$ cat src/rtl/snake_collision_if.sv
`default_nettype none
// ============================================================================
// Module   : snake_collision_if
// Brief    : Check/segment-stream/result bundle for snake_collision_unit.
// Revision : 1.0
// ============================================================================
interface snake_collision_if;
  logic       check_start;
  logic [7:0] head_x;
  logic [6:0] head_y;
  logic       seg_valid;
  logic [7:0] seg_x;
  logic [6:0] seg_y;
  logic       seg_last;
  logic       busy;
  logic       check_done;
  logic       is_dead;
  logic       length_inc;
  logic [7:0] food_x;
  logic [6:0] food_y;

  modport master (
    output check_start, head_x, head_y, seg_valid, seg_x, seg_y, seg_last,
    input  busy, check_done, is_dead, length_inc, food_x, food_y
  );

  modport slave (
    input  check_start, head_x, head_y, seg_valid, seg_x, seg_y, seg_last,
    output busy, check_done, is_dead, length_inc, food_x, food_y
  );
endinterface
`default_nettype wire

$ cat src/rtl/snake_collision_unit.sv
`default_nettype none
// ============================================================================
// Module   : snake_collision_unit
// Brief    : Wall/self/food collision check with LFSR-driven food relocation.
// Revision : 1.0
// ============================================================================
module snake_collision_unit #(
  parameter int          SCR_W     = 160,
  parameter int          SCR_H     = 120,
  parameter int          FOOD_X0   = 80,
  parameter int          FOOD_Y0   = 60,
  parameter logic [15:0] LFSR_SEED = 16'hACE1,
  parameter int          MAX_TRIES = 255
) (
  input  logic             clk,
  input  logic             rst,
  snake_collision_if.slave bus
);

  typedef enum logic [1:0] {
    S_IDLE     = 2'd0,
    S_SCAN     = 2'd1,
    S_RESOLVE  = 2'd2,
    S_RELOCATE = 2'd3
  } state_t;

  localparam int         c_try_w   = $clog2(MAX_TRIES + 1);
  localparam logic [8:0] c_scr_w   = 9'(SCR_W);
  localparam logic [7:0] c_scr_h   = 8'(SCR_H);
  localparam logic [6:0] c_cells_x = 7'(SCR_W / 4);
  localparam logic [5:0] c_cells_y = 6'(SCR_H / 4);
  localparam logic [7:0] c_food_x0 = 8'(FOOD_X0);
  localparam logic [6:0] c_food_y0 = 7'(FOOD_Y0);
  localparam logic [c_try_w-1:0] c_try_last = c_try_w'(MAX_TRIES - 1);

  state_t               r_state;
  logic [15:0]          r_lfsr;
  logic [7:0]           r_head_x;
  logic [6:0]           r_head_y;
  logic                 r_dead;
  logic [c_try_w-1:0]   r_tries;
  logic [7:0]           r_food_x;
  logic [6:0]           r_food_y;
  logic                 r_busy;
  logic                 r_check_done;
  logic                 r_is_dead;
  logic                 r_length_inc;

  logic                 w_fb;
  logic [5:0]           w_cx;
  logic [4:0]           w_cy;
  logic [7:0]           w_cand_x;
  logic [6:0]           w_cand_y;
  logic                 w_cand_ok;
  logic                 w_wall_hit;
  logic                 w_seg_hit;

  assign w_fb       = r_lfsr[15] ^ r_lfsr[13] ^ r_lfsr[12] ^ r_lfsr[10];
  assign w_cx       = r_lfsr[5:0];
  assign w_cy       = r_lfsr[12:8];
  assign w_cand_x   = {w_cx, 2'b00};
  assign w_cand_y   = {w_cy, 2'b00};
  assign w_cand_ok  = ({1'b0, w_cx} < c_cells_x) && ({1'b0, w_cy} < c_cells_y) &&
                      !((w_cand_x == r_head_x) && (w_cand_y == r_head_y));
  // Coordinates that went negative wrap high, so the range test covers both edges
  assign w_wall_hit = ({1'b0, bus.head_x} >= c_scr_w) || ({1'b0, bus.head_y} >= c_scr_h);
  assign w_seg_hit  = (bus.seg_x == r_head_x) && (bus.seg_y == r_head_y);

  always_ff @(posedge clk) begin
    if (rst) begin
      r_state      <= S_IDLE;
      r_lfsr       <= LFSR_SEED;
      r_head_x     <= '0;
      r_head_y     <= '0;
      r_dead       <= 1'b0;
      r_tries      <= '0;
      r_food_x     <= c_food_x0;
      r_food_y     <= c_food_y0;
      r_busy       <= 1'b0;
      r_check_done <= 1'b0;
      r_is_dead    <= 1'b0;
      r_length_inc <= 1'b0;
    end else begin
      r_lfsr       <= {r_lfsr[14:0], w_fb};
      r_check_done <= 1'b0;
      r_is_dead    <= 1'b0;
      r_length_inc <= 1'b0;

      case (r_state)
        S_IDLE: begin
          if (bus.check_start) begin
            r_head_x <= bus.head_x;
            r_head_y <= bus.head_y;
            r_dead   <= w_wall_hit;
            r_tries  <= '0;
            r_busy   <= 1'b1;
            r_state  <= S_SCAN;
          end
        end

        S_SCAN: begin
          // The full stream is always drained so the body walker stays in step
          if (bus.seg_valid) begin
            if (w_seg_hit) begin
              r_dead <= 1'b1;
            end
            if (bus.seg_last) begin
              r_state <= S_RESOLVE;
            end
          end
        end

        S_RESOLVE: begin
          if (r_dead) begin
            r_check_done <= 1'b1;
            r_is_dead    <= 1'b1;
            r_busy       <= 1'b0;
            r_state      <= S_IDLE;
          end else if ((r_head_x == r_food_x) && (r_head_y == r_food_y)) begin
            r_state <= S_RELOCATE;
          end else begin
            r_check_done <= 1'b1;
            r_busy       <= 1'b0;
            r_state      <= S_IDLE;
          end
        end

        S_RELOCATE: begin
          if (w_cand_ok) begin
            r_food_x     <= w_cand_x;
            r_food_y     <= w_cand_y;
            r_check_done <= 1'b1;
            r_length_inc <= 1'b1;
            r_busy       <= 1'b0;
            r_state      <= S_IDLE;
          end else if (r_tries == c_try_last) begin
            r_food_x     <= c_food_x0;
            r_food_y     <= c_food_y0;
            r_check_done <= 1'b1;
            r_length_inc <= 1'b1;
            r_busy       <= 1'b0;
            r_state      <= S_IDLE;
          end else begin
            r_tries <= r_tries + 1'b1;
          end
        end

        default: begin
          r_busy  <= 1'b0;
          r_state <= S_IDLE;
        end
      endcase
    end
  end

  assign bus.busy       = r_busy;
  assign bus.check_done = r_check_done;
  assign bus.is_dead    = r_is_dead;
  assign bus.length_inc = r_length_inc;
  assign bus.food_x     = r_food_x;
  assign bus.food_y     = r_food_y;

endmodule
`default_nettype wire

$ cat src/flat_wrapper.sv
// flat-port wrapper written by rule: the top's interface ports become plain ports
module snake_collision_unit_flat 
#(
  parameter int          SCR_W     = 160,
  parameter int          SCR_H     = 120,
  parameter int          FOOD_X0   = 80,
  parameter int          FOOD_Y0   = 60,
  parameter logic [15:0] LFSR_SEED = 16'hACE1,
  parameter int          MAX_TRIES = 255
)
  (clk, rst, bus_check_start, bus_head_x, bus_head_y, bus_seg_valid, bus_seg_x, bus_seg_y, bus_seg_last, bus_busy, bus_check_done, bus_is_dead, bus_length_inc, bus_food_x, bus_food_y);
  snake_collision_if bus_i ();
  input  logic clk;
  input  logic rst;
  input wire logic [$bits(bus_i.check_start)-1:0] bus_check_start;
  input wire logic [$bits(bus_i.head_x)-1:0] bus_head_x;
  input wire logic [$bits(bus_i.head_y)-1:0] bus_head_y;
  input wire logic [$bits(bus_i.seg_valid)-1:0] bus_seg_valid;
  input wire logic [$bits(bus_i.seg_x)-1:0] bus_seg_x;
  input wire logic [$bits(bus_i.seg_y)-1:0] bus_seg_y;
  input wire logic [$bits(bus_i.seg_last)-1:0] bus_seg_last;
  output wire logic [$bits(bus_i.busy)-1:0] bus_busy;
  output wire logic [$bits(bus_i.check_done)-1:0] bus_check_done;
  output wire logic [$bits(bus_i.is_dead)-1:0] bus_is_dead;
  output wire logic [$bits(bus_i.length_inc)-1:0] bus_length_inc;
  output wire logic [$bits(bus_i.food_x)-1:0] bus_food_x;
  output wire logic [$bits(bus_i.food_y)-1:0] bus_food_y;
  assign bus_i.check_start = bus_check_start;
  assign bus_i.head_x = bus_head_x;
  assign bus_i.head_y = bus_head_y;
  assign bus_i.seg_valid = bus_seg_valid;
  assign bus_i.seg_x = bus_seg_x;
  assign bus_i.seg_y = bus_seg_y;
  assign bus_i.seg_last = bus_seg_last;
  assign bus_busy = bus_i.busy;
  assign bus_check_done = bus_i.check_done;
  assign bus_is_dead = bus_i.is_dead;
  assign bus_length_inc = bus_i.length_inc;
  assign bus_food_x = bus_i.food_x;
  assign bus_food_y = bus_i.food_y;
  snake_collision_unit #(.SCR_W(SCR_W), .SCR_H(SCR_H), .FOOD_X0(FOOD_X0), .FOOD_Y0(FOOD_Y0), .LFSR_SEED(LFSR_SEED), .MAX_TRIES(MAX_TRIES)) u_core (.clk(clk), .rst(rst), .bus(bus_i));
endmodule
$ cat config.mk
export PLATFORM = sky130hd
export DESIGN_NAME = snake_collision_unit_flat
export DESIGN_NICKNAME = d
export VERILOG_FILES = /design/src/rtl/snake_collision_if.sv /design/src/rtl/snake_collision_unit.sv /design/src/flat_wrapper.sv
export SDC_FILE = /design/constraint.sdc
export NUM_CORES = 1
export LEC_CHECK = 0
export BUFFER_PORTS_ARGS = -buffer_cell sky130_fd_sc_hd__buf_2
export CAP_MARGIN = 40
export CORE_ASPECT_RATIO = 1.5
export CORE_MARGIN = 2
export CORE_UTILIZATION = 50
export DETAILED_ROUTE_END_ITERATION = 8
export HOLD_SLACK_MARGIN = 0.05
export PLACE_DENSITY_LB_ADDON = 0.25
export SKIP_LAST_GASP = 1
export SLEW_MARGIN = 40
export SYNTH_ARGS = -nofsm -noshare
export SYNTH_HDL_FRONTEND = slang
export SYNTH_SLANG_ARGS = --single-unit
$ cat constraint.sdc
create_clock -name clk -period 2.3 [get_ports clk]
set_input_delay 0.345 -clock clk [delete_from_list [all_inputs] [get_ports clk]]
set_output_delay 0.345 -clock clk [all_outputs]
set_load 0.05 [all_outputs]
==> Yosys cells after proc, flatten, opt, wreduce, memory -nomap -nowiden <==
Cells that the tools add are included.
{ "totals": {"ff_bits": 61, "inputBits": 35, "out_inout_bits": 19, "word_cells": 92} }
{ "classes": {"addsub": 1, "magnitude_cmp": 4, "n_eq_ne": 18, "n_mux": 32, "bitwise_logic": 5, "reduce_logical": 20} }
{ "ops": {"columns": ["cell", "count"], "rows": [
  ["2-to-1 mux 8 bit", 5],
  ["== test 8 bit", 3],
  ["== test 7 bit", 3],
  ["one-hot mux 8 bit (2 select lines)", 1],
  ["AND reduction 4 bit", 4],
  ["2-to-1 mux 2 bit", 7],
  ["2-to-1 mux 7 bit", 2],
  ["2-to-1 mux 1 bit", 13],
  ["inequality test 2 bit, second input constant", 5],
  ["adder 8 x 1 -> 8 bit, second input constant", 1],
  ["== test 8 bit, second input constant", 1],
  ["greater-or-equal comparator 8 bit, second input constant", 1],
  ["one-hot mux 2 bit (4 select lines)", 1],
  ["greater-or-equal comparator 7 bit, second input constant", 1],
  ["< comparator 6 bit, second input constant", 1],
  ["nonzero test 2 bit", 3],
  ["logical AND 1 bit", 5],
  ["< comparator 5 bit, second input constant", 1],
  ["== test 2 bit, second input constant", 2],
  ["one-hot mux 1 bit (2 select lines)", 2],
  ["AND reduction 2 bit", 2],
  ["OR reduction 2 bit", 2],
  ["inequality test 3 x 1 -> 1 bit, second input constant", 1],
  ["inequality test 3 x 2 -> 1 bit, second input constant", 1],
  ["other kinds (9)", 12]
]} }

==> Longest topological paths before layout <==
{ "depth": {"depth_word": 6, "mapped_depth": 7, "ltp_nobuf": 6} }

==> Worst setup path after synthesis <==
OpenSTA, ideal clock, no wires.
{ "synth_path": {"path_type": "register to register", "from": "register u_core.r_head_x[0]", "to": "register u_core.r_food_x[4] (netlist: u_core.bus.food_x[4])", "setup_time_ps": 122, "arrival_ps": 1928, "required_ps": 2178, "path_slack_ps": 251, "stages_incl_launch_ff": 7, "n_path_buf": 1, "period_less_slack_ps": 2049, "cell_sequence": "dfxtp_1 -> or4_4 -> nor4_4 -> and3_2 -> buf_4 -> o22ai_1 -> o32a_1"} }
{ "synth_between": {"elab_chain_cells": 6, "elab_cells_between_ends": 7, "classes_between": "eq/ne (1); mux (1); reduce/logical (5)"} }
{ "synth_rtl": {"columns": ["item", "line_no", "rtl"], "rows": [
  ["from (decl)", "snake_collision_unit.sv:38", "logic [7:0] r_head_x;"],
  ["from (signal assigned)", "snake_collision_unit.sv:92", "r_head_x <= bus.head_x;"],
  ["== test 8 bit (*)", "snake_collision_unit.sv:64", "!((w_cand_x == r_head_x) && (w_cand_y == r_head_y));"],
  ["logical AND 1 bit (*)", "snake_collision_unit.sv:64", null],
  ["logical NOT 1 bit (*)", "snake_collision_unit.sv:64", null],
  ["logical AND 1 bit (*)", "snake_collision_unit.sv:63", "assign w_cand_ok = ({1'b0, w_cx} < c_cells_x) && ({1'b0, w_cy} < c_cells_y) &&"],
  ["nonzero test 2 bit (no line)", null, null],
  ["AND reduction 2 bit (no line)", null, null],
  ["to (signal assigned)", "snake_collision_unit.sv:77", "r_food_x <= c_food_x0;"],
  ["to (signal assigned)", "snake_collision_unit.sv:130", "r_food_x <= w_cand_x;"],
  ["to (signal assigned)", "snake_collision_unit.sv:137", "r_food_x <= c_food_x0;"],
  ["to (decl)", "snake_collision_unit.sv:42", "logic [7:0] r_food_x;"]
]} }
Every way passes the cells marked *; elsewhere a longest branch is shown, timed or not.
A chain may end at the register's enable or synchronous reset.

==> Worst setup path in the final report <==
{ "layout_path": {"from": "register u_core.r_head_x[0]", "to": "register u_core.r_food_y[4] (netlist: u_core.bus.food_y[4])"} }
{ "layout_between": {"elab_chain_cells": 6, "elab_cells_between_ends": 7, "classes_between": "eq/ne (1); mux (1); reduce/logical (5)"} }
{ "layout_rtl": {"columns": ["item", "line_no", "rtl"], "rows": [
  ["== test 8 bit (*)", "snake_collision_unit.sv:64", null],
  ["logical AND 1 bit (*)", "snake_collision_unit.sv:64", null],
  ["logical NOT 1 bit (*)", "snake_collision_unit.sv:64", null],
  ["logical AND 1 bit (*)", "snake_collision_unit.sv:63", null],
  ["nonzero test 2 bit (no line)", null, null],
  ["AND reduction 2 bit (no line)", null, null],
  ["to (signal assigned)", "snake_collision_unit.sv:78", "r_food_y <= c_food_y0;"],
  ["to (signal assigned)", "snake_collision_unit.sv:131", "r_food_y <= w_cand_y;"],
  ["to (signal assigned)", "snake_collision_unit.sv:138", "r_food_y <= c_food_y0;"],
  ["to (decl)", "snake_collision_unit.sv:43", "logic [6:0] r_food_y;"]
]} }
Marked as above.

==> key figures <==
Setup path
  – WP data required: 2.52 ns
  – Worst r2r src: u_core.r_head_x[0]
  – Reg2Reg Setup Slack: 0.1 ns
  – Worst R2R End: u_core.bus.food_y[4]
  – Worst-path fanout max: 9
  – Worst setup SP type: flop
  – CP Capture Type: flop
  – Worst Reg-to-Reg Cells: 5
  – Worst setup path category: reg -> reg
  – Arr. time, crit path: 2.42 ns

Pwr
  – Pwr Total: 2.299 mW
  – Leakage: 1.390 nW
  – PwrDens: 716.3 nW/um2
  – Internal: 1.679 mW
  – Sequential power share: 47.4%
  – Comb pwr share: 12.7%
  – Switching Fraction: 26.98%
  – P_sw: 0.6202 mW
  – Clk pwr share: 39.9%
  – VDD IR-drop max: 615.5 uV

Synthesis
  – Yosys top cell by area: dfxtp_1
  – Mux cell area share after synthesis: 0.3687%
  – Syn. warnings: 0
  – Synth Area in Simple Gates: 22.58%
  – Synth area leaders: dfxtp_1, xor2_1, nand2_1
  – Top_reg_cell synth: dfxtp_1
  – Synthesized cell area: 2715 um2
  – Top-count cell post-synth: dfxtp_1
  – Synth Instances: 292
  – Post-synthesis compound-gate area fraction: 15.76%
  – Synth top area share: 42.03%
  – Post-synth top cells: dfxtp_1, xor2_1, nand2_1
  – Post-Synth XOR/XNOR Area: 12.90%
  – Post-Synth Adder-Cell Area: 0.9217%
  – Main combinational cell family by area after synthesis: simple AND/OR/NAND/NOR gates
  – Cell variety after synth: 55
  – Flops & latches, synth: 57
  – Number of synthesized flops with an enable pin: 0
  – Asr flop ratio synth: 0%
  – Sequential area share after synthesis: 42.03%
  – Synth Area per Inst: 9.298 um2

Place
  – Dpl ws: 0.1022 ns
  – Placed cell count: 405
  – DP HPWL: 4906 um
  – Final Wtd Congestion: 0.8761
  – PortBufs: 49

STA
  – Min Tclk post-route: 2.202 ns
  – Final worst slack: 0.09839 ns
  – TNS Setup: 0 ns
  – Worst-Margin Slew: 0.7860 ns
  – Crit share post-route: 95.72%
  – Max-slew violation count: 0
  – Fmax: 454.2 MHz
  – RSZ-0062 raised after global routing: true
  – Rel. slew slack: 47.60%
  – Hold Vio Cnt, Final: 0
  – Endpoints failing setup: 0
  – Clock skew: 0.005677 ns

Detailed routing
  – DR pass1 iterations: 4
  – Routed WL: 6463 um
  – Drt via density: 5.470
  – Initial drt markers: 146
  – WL per Instance: 15.35 um
  – Antenna-violating nets left: 0
  – Number of remaining DRC errors: 0
  – Vias: 2303

Clock tree
  – Post-CTS Repair Setup Buffers: 0
  – CTS Sinks: 57
  – # hold bufs at CTS: 0
  – Clk root buf: clkbuf_8
  – Clock transition at path regs: 0.06 ns
  – Cts bufs inserted: 9
  – Clk Latency, worst-skew pair: 0.34 ns
  – Max clock buf depth: 2
  – Cts repair resizes: 0
  – H-tree level count: 3
  – CTS tree: built

Global routing
  – First-pass GRT wire length: 10700 um
  – Initial antenna violation count: 0
  – Total grt overflow: 0
  – Gr usage total: 23.61%
  – Pin count of the biggest net entering global routing: 38
  – Vias in the first global route: 2235

Layout
  – Non-Filler Instances: 421
  – Share of cells above drive strength 1: 26.91%
  – Layout area overhead: 18.20%
  – Ant. Diodes: 0
  – Fin util: 61.66%
  – Nets: 385
  – Fill cells: 507

Worst hold path
  – Min-Delay Startpoint: bus_head_y[1]
  – Hold EP: u_core.r_head_y[1]
  – Min-Delay Path Class: in -> reg
  – WHS Path Cells: 3

Floorplanning
  – Die Span Y: 94.25 um
  – Initial Utilization: 52.16%
  – Die Area: 6048 um2
  – Core area: 5205 um2
  – I/O Pins: 54
  – Die span in x: 64.17 um
  – Core Rows: 32

Run status
  – Outcome: finished clean

Job
  – Max cap viols: 0
metrics by stage:
| step | hold WS [ns] | area, um2 |
|---|---|---|
| 2_1_floorplan | 0.3895 | 2726 |
| 3_3_place_gp | 0.3933 | 3014 |
| 3_5_place_dp | 0.3966 | 3014 |
| 4_1_cts | 0.2244 | 3209 |
| 5_1_grt | 0.2404 | 3209 |
| 6_report | 0.2428 | 3209 |
per-layer routing:
layer | routed length [um] | GRT usage, % | vias to the layer above
li1 | - | - | 1158
met1 | 2561 | 26.83 | 1065
met2 | 3492 | 41.15 | 68
met3 | 270 | 4.556 | 12
met4 | 139 | 12.77 | 0
met5 | 0 | 0 | -
cell type report:
class / instances / area, um2 / area share (%)
repair buffers: 61 / 335.3 / 10.45
clock inverters: 6 / 57.56 / 1.793
inverters: 3 / 11.26 / 0.3509
multi-input cells: 216 / 1441 / 44.91
flip-flops and latches: 57 / 1141 / 35.56
well taps: 68 / 85.08 / 2.651
clock buffers: 10 / 137.6 / 4.288
how the worst max path moves through the flow:
stage                                      end  cells past startpoint                from  slack (ns)
after global placement    u_core.bus.food_y[4]                      5  u_core.r_head_x[0]        0.15
after floorplan           u_core.bus.food_x[4]                      6  u_core.r_head_x[0]        0.25
after CTS                 u_core.bus.food_x[6]                      5  u_core.r_head_x[0]        0.09
after global routing      u_core.bus.food_y[4]                      5  u_core.r_head_x[0]       -0.01
final                     u_core.bus.food_y[4]                      5  u_core.r_head_x[0]         0.1
after detailed placement  u_core.bus.food_x[4]                      5  u_core.r_head_x[0]        0.10
cell usage in the layout (no fill, tap or decap), types with 2 or more instances in the layout:
master,count
clkinv_2,4
nand3_1,9
a22o_1,5
and3_1,3
a31oi_1,5
and2_1,2
a211oi_1,2
o22ai_1,2
xor2_1,39
buf_4,12
a2111o_1,2
o2111ai_1,2
nand2b_1,2
o21ai_0,3
o211a_1,2
conb_1,4
or2_2,7
nor2b_1,8
dfxtp_1,57
inv_1,3
o32a_1,5
nor4_1,8
o211ai_1,3
clkbuf_8,10
a21oi_1,20
nand2_1,34
or3_1,3
buf_2,49
and3_2,2
nand4_1,10
nor3_1,3
nor2_1,10
ha_1,2
kinds of logic (layout without fill, tap and decap cells):
logic type | count (synthesis) | in the layout
adders and majority gates | 2 | 2
DFF | 57 | 57
xor gates and xnor gates | 40 | 40
buffers and inverters | 22 | 80
and+or+nand+nor | 111 | 111
muxes | 1 | 1
other | 1 | 4
AOI/OAI and AO/OA | 58 | 58
worst max-delay path: stages, from the launching register on:
cell,delay [ns]
dfxtp_1,0.33
or4_4,0.57
nor4_4,0.35
and3_2,0.33
o22ai_1,0.19
o32a_1,0.32
power by group through the flow:
stage               combinational (mW)  clock (mW)  sequential, mW
floorplan                        0.198           0            1.12
global placement                 0.288           0            1.11
detailed placement               0.292           0            1.11
CTS                              0.293       0.938            1.09
global route                     0.320       0.986            1.10
finish                           0.291       0.918            1.09
flip-flops by register name, summed over array words and instances, names as in the netlist:
register	count
u_core.r_lfsr	16
u_core.r_head_x	8
u_core.r_tries	8
u_core.r_head_y	7
u_core.bus.food_x	6
u_core.bus.food_y	5
u_core.r_state	2
u_core.bus.busy	1
u_core.bus.check_done	1
u_core.bus.is_dead	1
u_core.bus.length_inc	1
u_core.r_dead	1
Power figures use the tool's default switching activity.
